### src/rtl/csr_dma_pkg.sv
// csr_dma_pkg -- shared definitions for the CSR-programmed DMA engine.
//
// Contents:
//   state_e       engine FSM states
//   CSR_*         CSR word indices on the slave port (0..7)
//   BUF_BASE      first slave word index of the word buffer
//   CTRL_*        bit positions inside CTRL
//   STAT_*        bit positions inside STATUS
//
// Optional feature: CYCLE_COUNT_EN (used by csr_dma_engine) makes CSR_CYCLES live.

package csr_dma_pkg;

  typedef enum logic [2:0] {
    ST_IDLE    = 3'd0,
    ST_WR_REQ  = 3'd1,
    ST_RD_REQ  = 3'd2,
    ST_RD_WAIT = 3'd3,
    ST_DONE    = 3'd4
  } state_e;

  localparam int CSR_CTRL   = 0;
  localparam int CSR_BASE   = 1;
  localparam int CSR_LEN    = 2;
  localparam int CSR_STATUS = 3;
  localparam int CSR_XFER   = 4;
  localparam int CSR_CYCLES = 5;
  localparam int BUF_BASE   = 8;

  localparam int CTRL_GO     = 0;
  localparam int CTRL_DIR    = 1;
  localparam int CTRL_IRQ_EN = 2;

  localparam int STAT_BUSY = 0;
  localparam int STAT_DONE = 1;
  localparam int STAT_ERR  = 2;

endpackage

### src/rtl/csr_dma_buf.sv
// csr_dma_buf -- dual-port word buffer for the DMA engine.
//
// Ports:
//   clk_i         clock
//   slv_we_i      slave-side write enable
//   slv_addr_i    slave-side word index
//   slv_wdata_i   slave-side write data
//   slv_rdata_o   slave-side read data (combinational)
//   eng_we_i      engine-side write enable
//   eng_addr_i    engine-side word index
//   eng_wdata_i   engine-side write data
//   eng_rdata_o   engine-side read data (combinational)
//
// Contents are deliberately not reset. The engine only writes while a
// transfer is active and the top blocks slave writes then, so the two
// write ports never collide; the engine still wins if they ever did.

module csr_dma_buf #(
  parameter int DATAWIDTH = 32,
  parameter int BUF_DEPTH = 16,
  localparam int AW = $clog2(BUF_DEPTH)
) (
  input  logic                 clk_i,
  input  logic                 slv_we_i,
  input  logic [AW-1:0]        slv_addr_i,
  input  logic [DATAWIDTH-1:0] slv_wdata_i,
  output logic [DATAWIDTH-1:0] slv_rdata_o,
  input  logic                 eng_we_i,
  input  logic [AW-1:0]        eng_addr_i,
  input  logic [DATAWIDTH-1:0] eng_wdata_i,
  output logic [DATAWIDTH-1:0] eng_rdata_o
);

  logic [DATAWIDTH-1:0] mem_q [BUF_DEPTH];

  // Storage array; no reset so it maps onto plain RAM.
  always_ff @(posedge clk_i) begin
    if (eng_we_i) begin
      mem_q[eng_addr_i] <= eng_wdata_i;
    end else if (slv_we_i) begin
      mem_q[slv_addr_i] <= slv_wdata_i;
    end
  end

  assign slv_rdata_o = mem_q[slv_addr_i];
  assign eng_rdata_o = mem_q[eng_addr_i];

endmodule

### src/rtl/csr_dma_engine.sv
// csr_dma_engine -- slave-programmed DMA between an internal word buffer
// and a memory-mapped master bus.
//
// Ports:
//   clk, reset_n                       clock, async active-low reset
//   slave_address/writedata/write/read/chipselect, slave_readdata
//                                      CSR + buffer access (readdata registered)
//   master_address/writedata/write/read, master_readdata,
//   master_readdatavalid, master_waitrequest
//                                      memory master, one read outstanding
//   busy                               any state other than IDLE
//   irq                                STATUS.done AND CTRL.IRQ_EN
//
// Optional feature macro: CYCLE_COUNT_EN -- CSR 5 becomes a saturating count
// of busy cycles in the most recent transfer; otherwise CSR 5 reads 0.

module csr_dma_engine
  import csr_dma_pkg::*;
#(
  parameter int MASTER_ADDRESSWIDTH = 26,
  parameter int DATAWIDTH           = 32,
  parameter int BUF_DEPTH           = 16,
  parameter int SLAVE_ADDRESSWIDTH  = 5
) (
  input  logic                           clk,
  input  logic                           reset_n,
  input  logic [SLAVE_ADDRESSWIDTH-1:0]  slave_address,
  input  logic [DATAWIDTH-1:0]           slave_writedata,
  input  logic                           slave_write,
  input  logic                           slave_read,
  input  logic                           slave_chipselect,
  output logic [DATAWIDTH-1:0]           slave_readdata,
  output logic [MASTER_ADDRESSWIDTH-1:0] master_address,
  output logic [DATAWIDTH-1:0]           master_writedata,
  output logic                           master_write,
  output logic                           master_read,
  input  logic [DATAWIDTH-1:0]           master_readdata,
  input  logic                           master_readdatavalid,
  input  logic                           master_waitrequest,
  output logic                           busy,
  output logic                           irq
);

  localparam int MAW = MASTER_ADDRESSWIDTH;
  localparam int DW  = DATAWIDTH;
  localparam int SAW = SLAVE_ADDRESSWIDTH;
  localparam int AW  = $clog2(BUF_DEPTH);
  // Word counter must reach BUF_DEPTH itself, hence the +1.
  localparam int CW  = $clog2(BUF_DEPTH + 1);

  state_e          state_q, state_d;
  logic [CW-1:0]   idx_q, idx_d;
  logic [MAW-1:0]  actBase_q, baseCsr_q;
  logic [CW-1:0]   actLen_q;
  logic [DW-1:0]   lenCsr_q;
  logic            dirCsr_q, irqEn_q, done_q, err_q;
  logic [DW-1:0]   rdata_q, readMux;

  logic            csWr, csRd, isCsr, inBuf, goReq, lenOk, startXfer, lastWord;
  logic [2:0]      csrIdx;
  logic [SAW:0]    bufOff;
  logic [MAW-1:0]  wordAddr;
  logic            engWe, slvWe;
  logic [DW-1:0]   slvRdata, engRdata;

  // Slave-side decode: CSR window below BUF_BASE, buffer window above it.
  assign csWr     = slave_chipselect & slave_write;
  assign csRd     = slave_chipselect & slave_read;
  assign isCsr    = slave_address < SAW'(BUF_BASE);
  assign csrIdx   = slave_address[2:0];
  assign bufOff   = {1'b0, slave_address} - (SAW+1)'(BUF_BASE);
  assign inBuf    = !isCsr && (bufOff < (SAW+1)'(BUF_DEPTH));
  assign goReq    = csWr && isCsr && (csrIdx == 3'(CSR_CTRL)) && slave_writedata[CTRL_GO];
  assign lenOk    = (lenCsr_q != '0) && (lenCsr_q <= DW'(BUF_DEPTH));
  assign slvWe    = csWr && inBuf && (state_q == ST_IDLE);
  assign wordAddr = actBase_q + MAW'({idx_q, 2'b00});
  assign lastWord = (idx_q == actLen_q - CW'(1));

  csr_dma_buf #(.DATAWIDTH(DW), .BUF_DEPTH(BUF_DEPTH)) u_buf (
    .clk_i       (clk),
    .slv_we_i    (slvWe),
    .slv_addr_i  (bufOff[AW-1:0]),
    .slv_wdata_i (slave_writedata),
    .slv_rdata_o (slvRdata),
    .eng_we_i    (engWe),
    .eng_addr_i  (idx_q[AW-1:0]),
    .eng_wdata_i (master_readdata),
    .eng_rdata_o (engRdata)
  );

  // FSM state and word index register.
  always_ff @(posedge clk or negedge reset_n) begin
    if (!reset_n) begin
      state_q <= ST_IDLE;
      idx_q   <= '0;
    end else begin
      state_q <= state_d;
      idx_q   <= idx_d;
    end
  end

  // Next state and master strobes; the strobes decode from state_q so they
  // fall the instant reset is asserted.
  always_comb begin
    state_d          = state_q;
    idx_d            = idx_q;
    startXfer        = 1'b0;
    engWe            = 1'b0;
    master_write     = 1'b0;
    master_read      = 1'b0;
    master_address   = '0;
    master_writedata = '0;
    case (state_q)
      ST_IDLE: begin
        if (goReq && lenOk) begin
          startXfer = 1'b1;
          idx_d     = '0;
          // Direction comes from the same CTRL write that carries GO.
          state_d   = slave_writedata[CTRL_DIR] ? ST_RD_REQ : ST_WR_REQ;
        end
      end
      ST_WR_REQ: begin
        master_write     = 1'b1;
        master_address   = wordAddr;
        master_writedata = engRdata;
        if (!master_waitrequest) begin
          idx_d = idx_q + CW'(1);
          if (lastWord) state_d = ST_DONE;
        end
      end
      ST_RD_REQ: begin
        master_read    = 1'b1;
        master_address = wordAddr;
        if (!master_waitrequest) state_d = ST_RD_WAIT;
      end
      ST_RD_WAIT: begin
        if (master_readdatavalid) begin
          engWe   = 1'b1;
          idx_d   = idx_q + CW'(1);
          state_d = lastWord ? ST_DONE : ST_RD_REQ;
        end
      end
      ST_DONE: state_d = ST_IDLE;
      default: state_d = ST_IDLE;
    endcase
  end

  // CSR storage, sticky status with hardware-set priority, registered read.
  always_ff @(posedge clk or negedge reset_n) begin
    if (!reset_n) begin
      actBase_q <= '0;
      actLen_q  <= '0;
      baseCsr_q <= '0;
      lenCsr_q  <= '0;
      dirCsr_q  <= 1'b0;
      irqEn_q   <= 1'b0;
      done_q    <= 1'b0;
      err_q     <= 1'b0;
      rdata_q   <= '0;
    end else begin
      if (startXfer) begin
        actBase_q <= baseCsr_q;
        actLen_q  <= CW'(lenCsr_q);
      end
      if (csWr && isCsr) begin
        case (csrIdx)
          3'(CSR_CTRL): begin
            dirCsr_q <= slave_writedata[CTRL_DIR];
            irqEn_q  <= slave_writedata[CTRL_IRQ_EN];
          end
          3'(CSR_BASE): baseCsr_q <= MAW'(slave_writedata) & ~MAW'(3);
          3'(CSR_LEN):  lenCsr_q  <= slave_writedata;
          default: ;
        endcase
      end
      done_q <= (done_q & ~(csWr && isCsr && (csrIdx == 3'(CSR_STATUS)) && slave_writedata[STAT_DONE]))
                | (state_q == ST_DONE);
      err_q  <= (err_q & ~(csWr && isCsr && (csrIdx == 3'(CSR_STATUS)) && slave_writedata[STAT_ERR]))
                | (goReq & ~startXfer);
      if (csRd) rdata_q <= readMux;
    end
  end

`ifdef CYCLE_COUNT_EN
  logic [DW-1:0] cycles_q;

  // Busy-cycle counter for the most recent transfer, saturating.
  always_ff @(posedge clk or negedge reset_n) begin
    if (!reset_n) begin
      cycles_q <= '0;
    end else if (startXfer) begin
      cycles_q <= '0;
    end else if ((state_q != ST_IDLE) && (cycles_q != '1)) begin
      cycles_q <= cycles_q + DW'(1);
    end
  end
`endif

  // Slave read mux; unmapped and reserved words read as zero.
  always_comb begin
    readMux = '0;
    if (isCsr) begin
      case (csrIdx)
        3'(CSR_CTRL): begin
          readMux[CTRL_DIR]    = dirCsr_q;
          readMux[CTRL_IRQ_EN] = irqEn_q;
        end
        3'(CSR_BASE): readMux = DW'(baseCsr_q);
        3'(CSR_LEN):  readMux = lenCsr_q;
        3'(CSR_STATUS): begin
          readMux[STAT_BUSY] = (state_q != ST_IDLE);
          readMux[STAT_DONE] = done_q;
          readMux[STAT_ERR]  = err_q;
        end
        3'(CSR_XFER): readMux = DW'(idx_q);
`ifdef CYCLE_COUNT_EN
        3'(CSR_CYCLES): readMux = cycles_q;
`endif
        default: readMux = '0;
      endcase
    end else if (inBuf) begin
      readMux = slvRdata;
    end
  end

  assign slave_readdata = rdata_q;
  assign busy           = (state_q != ST_IDLE);
  assign irq            = done_q & irqEn_q;

endmodule

### config.mk
export PLATFORM = sky130hd
export DESIGN_NAME = csr_dma_engine
export DESIGN_NICKNAME = d
export VERILOG_FILES = /design/src/rtl/csr_dma_pkg.sv /design/src/rtl/csr_dma_buf.sv /design/src/rtl/csr_dma_engine.sv
export SDC_FILE = /design/constraint.sdc
export NUM_CORES = 1
export LEC_CHECK = 0
export BUFFER_PORTS_ARGS = -buffer_cell sky130_fd_sc_hd__buf_2
export CAP_MARGIN = 40
export CORE_ASPECT_RATIO = 1.4
export CORE_MARGIN = 4
export CORE_UTILIZATION = 64
export DETAILED_ROUTE_END_ITERATION = 10
export PLACE_DENSITY = 0.81
export SLEW_MARGIN = 20
export SYNTH_ARGS = -nofsm -noshare
export SYNTH_HDL_FRONTEND = slang
export SYNTH_SLANG_ARGS = --single-unit
### constraint.sdc
create_clock -name clk -period 6.1 [get_ports clk]
set_input_delay 0.915 -clock clk [delete_from_list [all_inputs] [get_ports clk]]
set_output_delay 0.915 -clock clk [all_outputs]
set_load 0.01 [all_outputs]
**Yosys cells after proc, flatten, opt, wreduce, memory -nomap -nowiden**

Memories as Yosys holds them, arrays and structs flattened.
Index checks and enable logic that the tools add are counted.

- RAM bits: 512
- Word-level logic and storage cells: 101
- Input bits: 76
- Output and inout port bits: 94
- Flip-flop bits (word level): 129
- Memories: 1

- Reductions and logical operators: 24
- Muxes and demuxes: 33
- Order comparisons: 3
- Bitwise gates (word level): 11
- Add/subtract/negate cells: 4
- Equal/unequal tests: 14

Memory list:

| memory | depth | bits a word | read ports | clocked after memory_dff | wr ports | RTL line | source |
|---|---|---|---|---|---|---|---|
| u_buf.mem_q | 16 | 32 | 2 | 0 | 1 | csr_dma_buf.sv:34 | `logic [DATAWIDTH-1:0] mem_q [BUF_DEPTH];` |

Operator list:

| kind | count |
|---|---|
| $mux 32 | 4 |
| $pmux 29 s3 | 1 |
| $le 32x5->1 const B | 1 |
| $reduce_bool 32->1 | 1 |
| $reduce_or 32->1 | 1 |
| $add 26x7->26 | 1 |
| $mux 26 | 1 |
| $mux 3 | 6 |
| $mux 5 | 3 |
| $pmux 5 s3 | 1 |
| $eq 3x2->1 const B | 4 |
| $mux 1 | 12 |
| $pmux 3 s4 | 1 |
| $logic_and 1x1->1 | 11 |
| $pmux 2 s5 | 1 |
| $ne 2x2->1 const B | 4 |
| $and 1x1->1 | 6 |
| $eq 3x1->1 const B | 2 |
| $eq 3x3->1 const B | 2 |
| $logic_not 3->1 | 2 |
| $lt 6x5->1 const B | 1 |
| $reduce_and 2->1 | 3 |
| $reduce_bool 3->1 | 2 |
| $sub 5x4->6 const B | 1 |
| other kinds (14) | 17 |

**Depth between registers and ports, before layout**

Gate-level depths: netlist of run 1.

- Word-level depth: 10
- Mapped depth: 11
- Depth with buffers taken out: 8

**Modules after synthesis**

From an unflattened synthesis of run 1, not the netlist that was laid out.

- Cells, all modules: 1941
- Area total of the unflattened synthesis: 30725.7 um^2

Modules (own cells, without submodules):

| module | instances | sequential area each (um^2) | cells an instance | area an instance (um^2) |
|---|---|---|---|---|
| csr_dma_buf | 1 | 15374.7 | 1275 | 23804.1 |
| csr_dma_engine | 1 | 3228.1 | 666 | 6921.6 |

**Worst setup path after synthesis of run 1**

Ideal clock, no wire load.

- Path type: input-to-reg
- Start point: input slave_address[3]
- End point: memory u_buf.mem_q[15][0] (enable)
- Setup slack: 1.483 ns
- Stages on the path: 10
- Buffers on the path: 4
- Data required time: 5.679 ns
- Arrival: 4.196 ns
- Library setup time: 0.421 ns
- Cell sequence: clkbuf_1 > inv_1 > buf_2 > buf_1 > ha_1 > nand3_1 > nor2_1 > buf_2 > a31oi_1 > nor2_1

- Cells in the longest elaborated chain, start to end: 10
- Elaborated cells on any way between the ends: 13
- Those cells by class: 1 x add/sub; 2 x order compare; 5 x mux; 5 x reduce/logical

Ends and longest elaborated chain:

| item | RTL line | source |
|---|---|---|
| start: declaration | csr_dma_engine.sv:27 | `input logic [SLAVE_ADDRESSWIDTH-1:0] slave_address,` |
| $sub 5x4->6 or $lt 5x4->1 (tied branches) | csr_dma_engine.sv:71, csr_dma_engine.sv:69 |  |
| $lt 6x5->1 or $logic_not 1->1 (tied branches) | csr_dma_engine.sv:72 | `assign inBuf = !isCsr && (bufOff < (SAW+1)'(BUF_DEPTH));` |
| $logic_and 1x1->1 | csr_dma_engine.sv:72 |  |
| $logic_and 1x1->1 (2 in a row) | csr_dma_engine.sv:75 | `assign slvWe = csWr && inBuf && (state_q == ST_IDLE);` |
| $mux 1 | csr_dma_buf.sv:40 | `end else if (slv_we_i) begin` |
| $mux 1 | csr_dma_buf.sv:38 | `if (eng_we_i) begin` |
| $mux 1 (implied by the code) | csr_dma_buf.sv:41 | `mem_q[slv_addr_i] <= slv_wdata_i;` |
| $reduce_or 32->1 (no source line) | -- |  |
| $mux 4 (no source line) or $mux 1 (tied branches) | -- |  |
| end: declaration | csr_dma_buf.sv:34 |  |

Several ways; a longest one is shown, not always the timed one.

**Worst setup path in the final report of run 1**

- Start point: register idx_q[1]
- End point: output master_address[24]

- Cells in the longest elaborated chain, start to end: 2

Ends and longest elaborated chain:

| item | RTL line | source |
|---|---|---|
| start: declaration | csr_dma_engine.sv:52 | `logic [CW-1:0] idx_q, idx_d;` |
| start signal: assignment | csr_dma_engine.sv:98 | `idx_q <= idx_d;` |
| $add 26x7->26 | csr_dma_engine.sv:76 | `assign wordAddr = actBase_q + MAW'({idx_q, 2'b00});` |
| $mux 26 | csr_dma_engine.sv:113 | `case (state_q)` |
| end: declaration | csr_dma_engine.sv:33 | `output logic [MASTER_ADDRESSWIDTH-1:0] master_address,` |

Every way passes these cells.

==> flow_metrics.py, run 1 <==
metrics = {
    "outcome": {
        "status": "completed",
    },
    "grt": {
        "grt_overflow": 0,
        "grt_pass1_vias": 19000,
        "antenna_found_initial": 1,
        "grt_pass1_wl_um": 122000,
        "grt_max_degree": 81,
        "grt_usage_pct": 32.9,
    },
    "drt": {
        "wl_met3_um": 9660,
        "drt_iter0_drc": 2415,
        "viasPerCell": 7.37,
        "wirelength_um": 82400,
        "via_count": 18500,
        "remaining_drc_errors": 0,
        "highest_layer": "met5",
        "dr_wl_met2_um": 41200,
        "drtAntennaViolNets": 0,
        "wire_per_inst_um": 32.8,
        "dr.pass1.iters": 6,
        "drt-met1-wl_um": 27700,
    },
    "yosys": {
        "yosysUniqueCellTypes": 57,
        "synthArstFlopShare_pct": 20.1,
        "synth.avg_cell_area_um2": 17.9,
        "netlist_area_um2": 30200,
        "synth_top_area_cell": "edfxtp_1",
        "synth.most_common_cell": "edfxtp_1",
        "syn-instance-count": 1687,
        "ys.flop_type": "edfxtp_1",
        "synth_top_area_share_pct": 50.9,
        "ys_seq_elements": 641,
        "synth-edff-count": 512,
        "yosys_warnings": 0,
        "ys_seq_area_share_pct": 61.6,
        "yosys-top-cells-count": "edfxtp_1, mux4_2, dfrtp_1, mux2_2, nand2_1",
        "synth_area_leaders": "edfxtp_1, mux4_2, dfrtp_1",
    },
    "critical_path": {
        "reg2regPathDepth": 7,
        "setup.worst_path.class": "reg -> out",
        "r2r-start": "state_q[0]",
        "rrSetupSlack_ns": 2.65,
        "end_kind": "output port",
        "crit_arrival_ns": 3.75,
        "worstPathRequired_ns": 5.18,
        "r2r_end": "u_buf.mem_q[12][17]",
        "path_max_fanout": 48,
        "critPathLaunchType": "flip-flop",
    },
    "sta": {
        "slew_viol_final": 0,
        "timing.setup.tns_ns": 0,
        "slew_headroom_pct": 37.1,
        "fin_crit_sh_pct": 76.4,
        "finalHoldViolations": 0,
        "worstMarginPinSlew_ns": 0.943,
        "final-setup-viol-count": 0,
        "rsz0062_at_grt": "no",
        "skew_ns": 0.0238,
        "fin_crit_ns": 4.66,
        "fmax_ghz": 0.215,
    },
    "clock_network": {
        "post_cts.repair.setup_buffers": 0,
        "clock-sinks": 641,
        "clk_pin_slew_ns": 0.07,
        "clkLatencyLatePin_ns": 0.62,
        "cts_max_level": 2,
        "cts_tree": "yes",
        "cts_hold_buf": 0,
        "cts_resized": 0,
        "clk_path_buf_depth": 3,
        "numCtsBuffers": 58,
        "cts_root_buf": "clkbuf_16",
    },
    "floorplanning": {
        "rows": 93,
        "die_y_um": 265,
        "die_x_um": 192,
        "die_area_um2": 50700,
        "pin_count": 170,
        "coreArea_um2": 46300,
        "start_util_pct": 65.2,
    },
    "finish": {
        "fillCellCount": 2734,
        "nNetsFinal": 1927,
        "regArea_um2": 18600,
        "areaGrowthSynthToFinish_pct": 12.6,
        "multiInputGateArea_um2": 11100,
        "postLayoutCoreUtil_pct": 73.4,
        "insertedDiodeCount": 0,
        "drive_gt1_share_pct": 39.4,
    },
    "placement": {
        "io_buffers": 167,
        "gp_congestion": 0.825,
        "dp_hpwl_um": 48700,
    },
    "power": {
        "ir_drop_uv": 400,
        "leakagePower_uw": 0.0120,
        "p_per_area_nw_per_um2": 357,
    },
    "hold_path": {
        "min_path_type": "in -> async",
    },
    "job": {
        "maxCapViolCount": 0,
    },
}
==> final cells by class <==
type | count | share of cell area, %
clock inverters | 43 | 1.46
inverters | 12 | 0.136
well taps | 617 | 2.27
repair buffers | 218 | 4.13
multi-input cells | 911 | 32.6
flip-flops and latches | 641 | 54.8
clock buffers | 67 | 4.59
==> metrics by stage <==
stage | area [µm²] | power [µW] | cells | hold WS, ns | worst slack [ns]
2_1_floorplan | 30200 | 7270 | 1688 | 0.451 | 1.48
3_3_place_gp | 31800 | 8160 | 2389 | 0.473 | 2.16
3_5_place_dp | 31900 | 8250 | 2399 | 0.481 | 2.13
4_1_cts | 34000 | 12100 | 2509 | 0.329 | 1.46
5_1_grt | 34000 | 12500 | 2509 | 0.356 | 1.28
6_report | 34000 | 12100 | 2509 | 0.315 | 1.44
==> cell usage in the layout (no fill, tap or decap), types with 12 or more instances in the layout <==
cell type / netlist / routed
buf_12: 0 / 12
a222oi_1: 27 / 27
a22o_1: 24 / 24
xor2_1: 16 / 16
nand2_1: 113 / 113
mux2i_1: 36 / 36
nor2_1: 49 / 31
and2_1: 37 / 36
clkbuf_16: 0 / 61
buf_4: 8 / 36
o21ai_0: 49 / 49
nor2_4: 0 / 17
mux4_2: 289 / 289
nand3_1: 17 / 17
clkinv_2: 0 / 15
edfxtp_1: 512 / 512
dfrtp_1: 129 / 125
buf_2: 44 / 166
mux2_2: 115 / 115
a21oi_1: 17 / 17
==> layer usage <==
layer	vias up	GRT usage (%)
li1	7280	-
met1	9508	44.1
met2	1448	54.4
met3	256	6.63
met4	2	12.5
met5	-	0
==> how the worst max path moves through the flow <==
stage	startpoint	end	slack [ns]
3_5_place_dp	idx_q[1]	master_address[24]	2.13
5_1_grt	idx_q[1]	master_address[24]	1.28
3_3_place_gp	slave_address[1]	u_buf.mem_q[2][8]	2.16
6_report	idx_q[1]	master_address[24]	1.44
2_1_floorplan	slave_address[3]	u_buf.mem_q[15][0]	1.48
4_1_cts	idx_q[1]	master_address[24]	1.46
==> cells by family (layout without fill, tap and decap cells) <==
family | after synthesis | in the layout | share of synthesized area (%)
DFF | 641 | 641 | 61.6
xor gates and xnor gates | 21 | 21 | 0.609
muxes | 441 | 441 | 27.1
other | 1 | 2 | 0.0124
buffers and inverters | 136 | 340 | 2.07
adders and majority gates | 9 | 9 | 0.398
AOI/OAI and AO/OA | 156 | 156 | 3.69
and+or+nand+nor | 282 | 282 | 4.51
==> power by group <==
part,switching (µW),internal (µW),leakage (µW)
Sequential,238,4960,0.00631
Clock,1620,2300,0.00100
Combinational,1570,1440,0.00468
Total,3430,8690,0.0120
==> sequential cells by signal (all words and copies together), names as in the netlist, 3 cells and up <==
signal / cells
actBase_q: 24
actLen_q: 5
baseCsr_q: 24
idx_q: 5
lenCsr_q: 32
slave_readdata: 32
state_q: 3
u_buf.mem_q: 512
==> worst max-delay path, stage by stage (launching register included) <==
cell and delay, ns:
dfrtp_4 0.96, inv_1 0.22, fa_1 0.48, nor2b_1 0.21, o31a_1 0.37, o21ai_0 0.20
or3_1 0.39, a21oi_1 0.14, buf_2 0.16
(Power assumes the default switching activity.)
==> run 2: changes to the inputs <==
CORE_UTILIZATION = 61   (was 64)
PLACE_DENSITY = 0.78   (was 0.81)
clock period = 4.39 ns   (was 6.1 ns; I/O delays follow)
==> flow_metrics.py, run 2 (synthesis results as in run 1) <==
metrics = {
    "finish": {
        "largest_reg_flops": 512,
        "layout_commonest_cell": "edfxtp_1",
        "top_register": "u_buf.mem_q",
        "nNetsFinal": 1943,
        "layout_common_cells": "edfxtp_1, mux4_2, buf_2",
        "insertedDiodeCount": 0,
        "areaGrowthSynthToFinish_pct": 12.7,
        "drive_gt1_share_pct": 39.7,
    },
    "clock_network": {
        "cts_root_buf": "clkbuf_16",
        "post_cts.repair.setup_buffers": 0,
        "numCtsBuffers": 58,
        "cts_hold_buf": 0,
        "cts_max_level": 2,
        "cts_tree": "yes",
        "clkLatencyLatePin_ns": 0.61,
        "cts_resized": 0,
        "clk_pin_slew_ns": 0.07,
        "clock-sinks": 641,
        "clk_path_buf_depth": 3,
    },
    "floorplanning": {
        "die_x_um": 196,
        "pin_count": 170,
        "die_y_um": 271,
        "coreArea_um2": 49000,
        "rows": 96,
        "die_area_um2": 53200,
        "start_util_pct": 61.6,
    },
    "placement": {
        "io_buffers": 167,
        "gp_congestion": 0.840,
        "dp_hpwl_um": 50400,
    },
    "critical_path": {
        "critical_path.slowest_cell": "dfrtp_4",
        "crit_arrival_ns": 3.42,
        "crit_buf_inv": 2,
        "worstPathRequired_ns": 3.73,
        "worstPathCellList": "ha_1 -> inv_1 -> fa_1 -> nor2b_1 -> o31a_1 -> o21ai_0 -> or3_1 -> a21oi_1 -> buf_2",
        "path_max_fanout": 10,
        "crit_family": "compound AO/OA/AOI/OAI gates",
        "setup.worst_path.class": "reg -> out",
        "critical-path-max-stage-delay_ns": 0.59,
        "critPathLaunchType": "flip-flop",
        "end_kind": "output port",
    },
    "grt": {
        "grt_overflow": 0,
        "grt_pass1_vias": 19000,
        "grt_pass1_wl_um": 124000,
        "antenna_found_initial": 0,
        "grt_usage_pct": 31.5,
        "grt_max_degree": 135,
    },
    "sta": {
        "fin_hold_ws_ns": 0.0425,
        "slew_viol_final": 0,
        "worstMarginPinSlew_ns": 0.988,
        "slew_headroom_pct": 34.1,
        "rsz0062_at_grt": "no",
        "timing.setup.tns_ns": 0,
        "fin_crit_ns": 4.07,
        "fin_crit_sh_pct": 92.8,
        "fmax_ghz": 0.245,
        "skew_ns": 0.0237,
        "final-setup-viol-count": 0,
        "finalHoldViolations": 0,
    },
    "power": {
        "p_clk_share_pct": 31.0,
        "p_comb_share_pct": 25.8,
        "netSwitchingFraction_pct": 28.7,
        "p_int_uw": 11800,
        "ir_drop_uv": 586,
        "leakagePower_uw": 0.0120,
        "p_per_area_nw_per_um2": 485,
        "switching_power_uw": 4740,
        "seqPwrFrac_pct": 43.2,
    },
    "drt": {
        "remaining_drc_errors": 0,
        "wire_per_inst_um": 32.9,
        "dr.pass1.iters": 8,
        "drt_iter0_drc": 2484,
        "wirelength_um": 83600,
        "viasPerCell": 7.22,
        "drtAntennaViolNets": 0,
        "via_count": 18400,
    },
    "outcome": {
        "status": "completed",
    },
    "hold_path": {
        "min_path_type": "in -> async",
    },
    "job": {
        "maxCapViolCount": 0,
    },
}
-- run 2: through the flow --
| stage | worst slack [ns] | util [%] | cell area, µm² | power [µW] | cells |
|---|---|---|---|---|---|
| after floorplan | 0.0298 | - | 30200 | 10100 | 1688 |
| after global placement | 0.981 | 65.3 | 32000 | 11400 | 2425 |
| after detailed placement | 0.911 | 65.4 | 32100 | 11500 | 2432 |
| after CTS | 0.334 | 69.3 | 34000 | 16500 | 2542 |
| after global routing | 0.0693 | 69.4 | 34000 | 17100 | 2545 |
| final | 0.316 | 69.4 | 34000 | 16500 | 2545 |
-- run 2: routing by layer --
layer	GRT usage, %	up-vias	share of wire, %
li1	-	7307	-
met1	42.7	9533	35
met2	51.6	1293	50
met3	6.12	246	11
met4	12.4	0	4.4
met5	0	-	0
-- run 2: layout make-up --
type	count	area (µm²)
sequential	641	18600
clock inverter	36	335
inverter	12	46.3
tap	637	797
fill	3034	15000
multi-input combinational	911	11100
clock buffer	74	1580
timing repair buffer	234	1540
-- run 2: final timing paths --
kind / startpoint / endpoint / slack, ns / depth (start not counted)
hold reg to reg: err_q / err_q / 0.51 / 1
hold / removal: reset_n / baseCsr_q[2] / 0.04 / 1
setup / recovery: idx_q[0] / master_address[24] / 0.32 / 9
min in group clk: slave_writedata[30] / lenCsr_q[30] / 0.30 / 2
setup reg to reg: lenCsr_q[30] / actBase_q[17] / 1.04 / 5
max in group asynchronous: reset_n / idx_q[3] / 3.36 / 2
-- run 2: power groups by stage --
| stage | Combinational (µW) | Sequential (µW) | Clock (µW) |
|---|---|---|---|
| 2_1_floorplan | 2970 | 7130 | 0 |
| 6_report | 4270 | 7130 | 5110 |
| 3_3_place_gp | 4160 | 7230 | 0 |
| 5_1_grt | 4510 | 7150 | 5430 |
| 4_1_cts | 4260 | 7120 | 5150 |
| 3_5_place_dp | 4230 | 7240 | 0 |
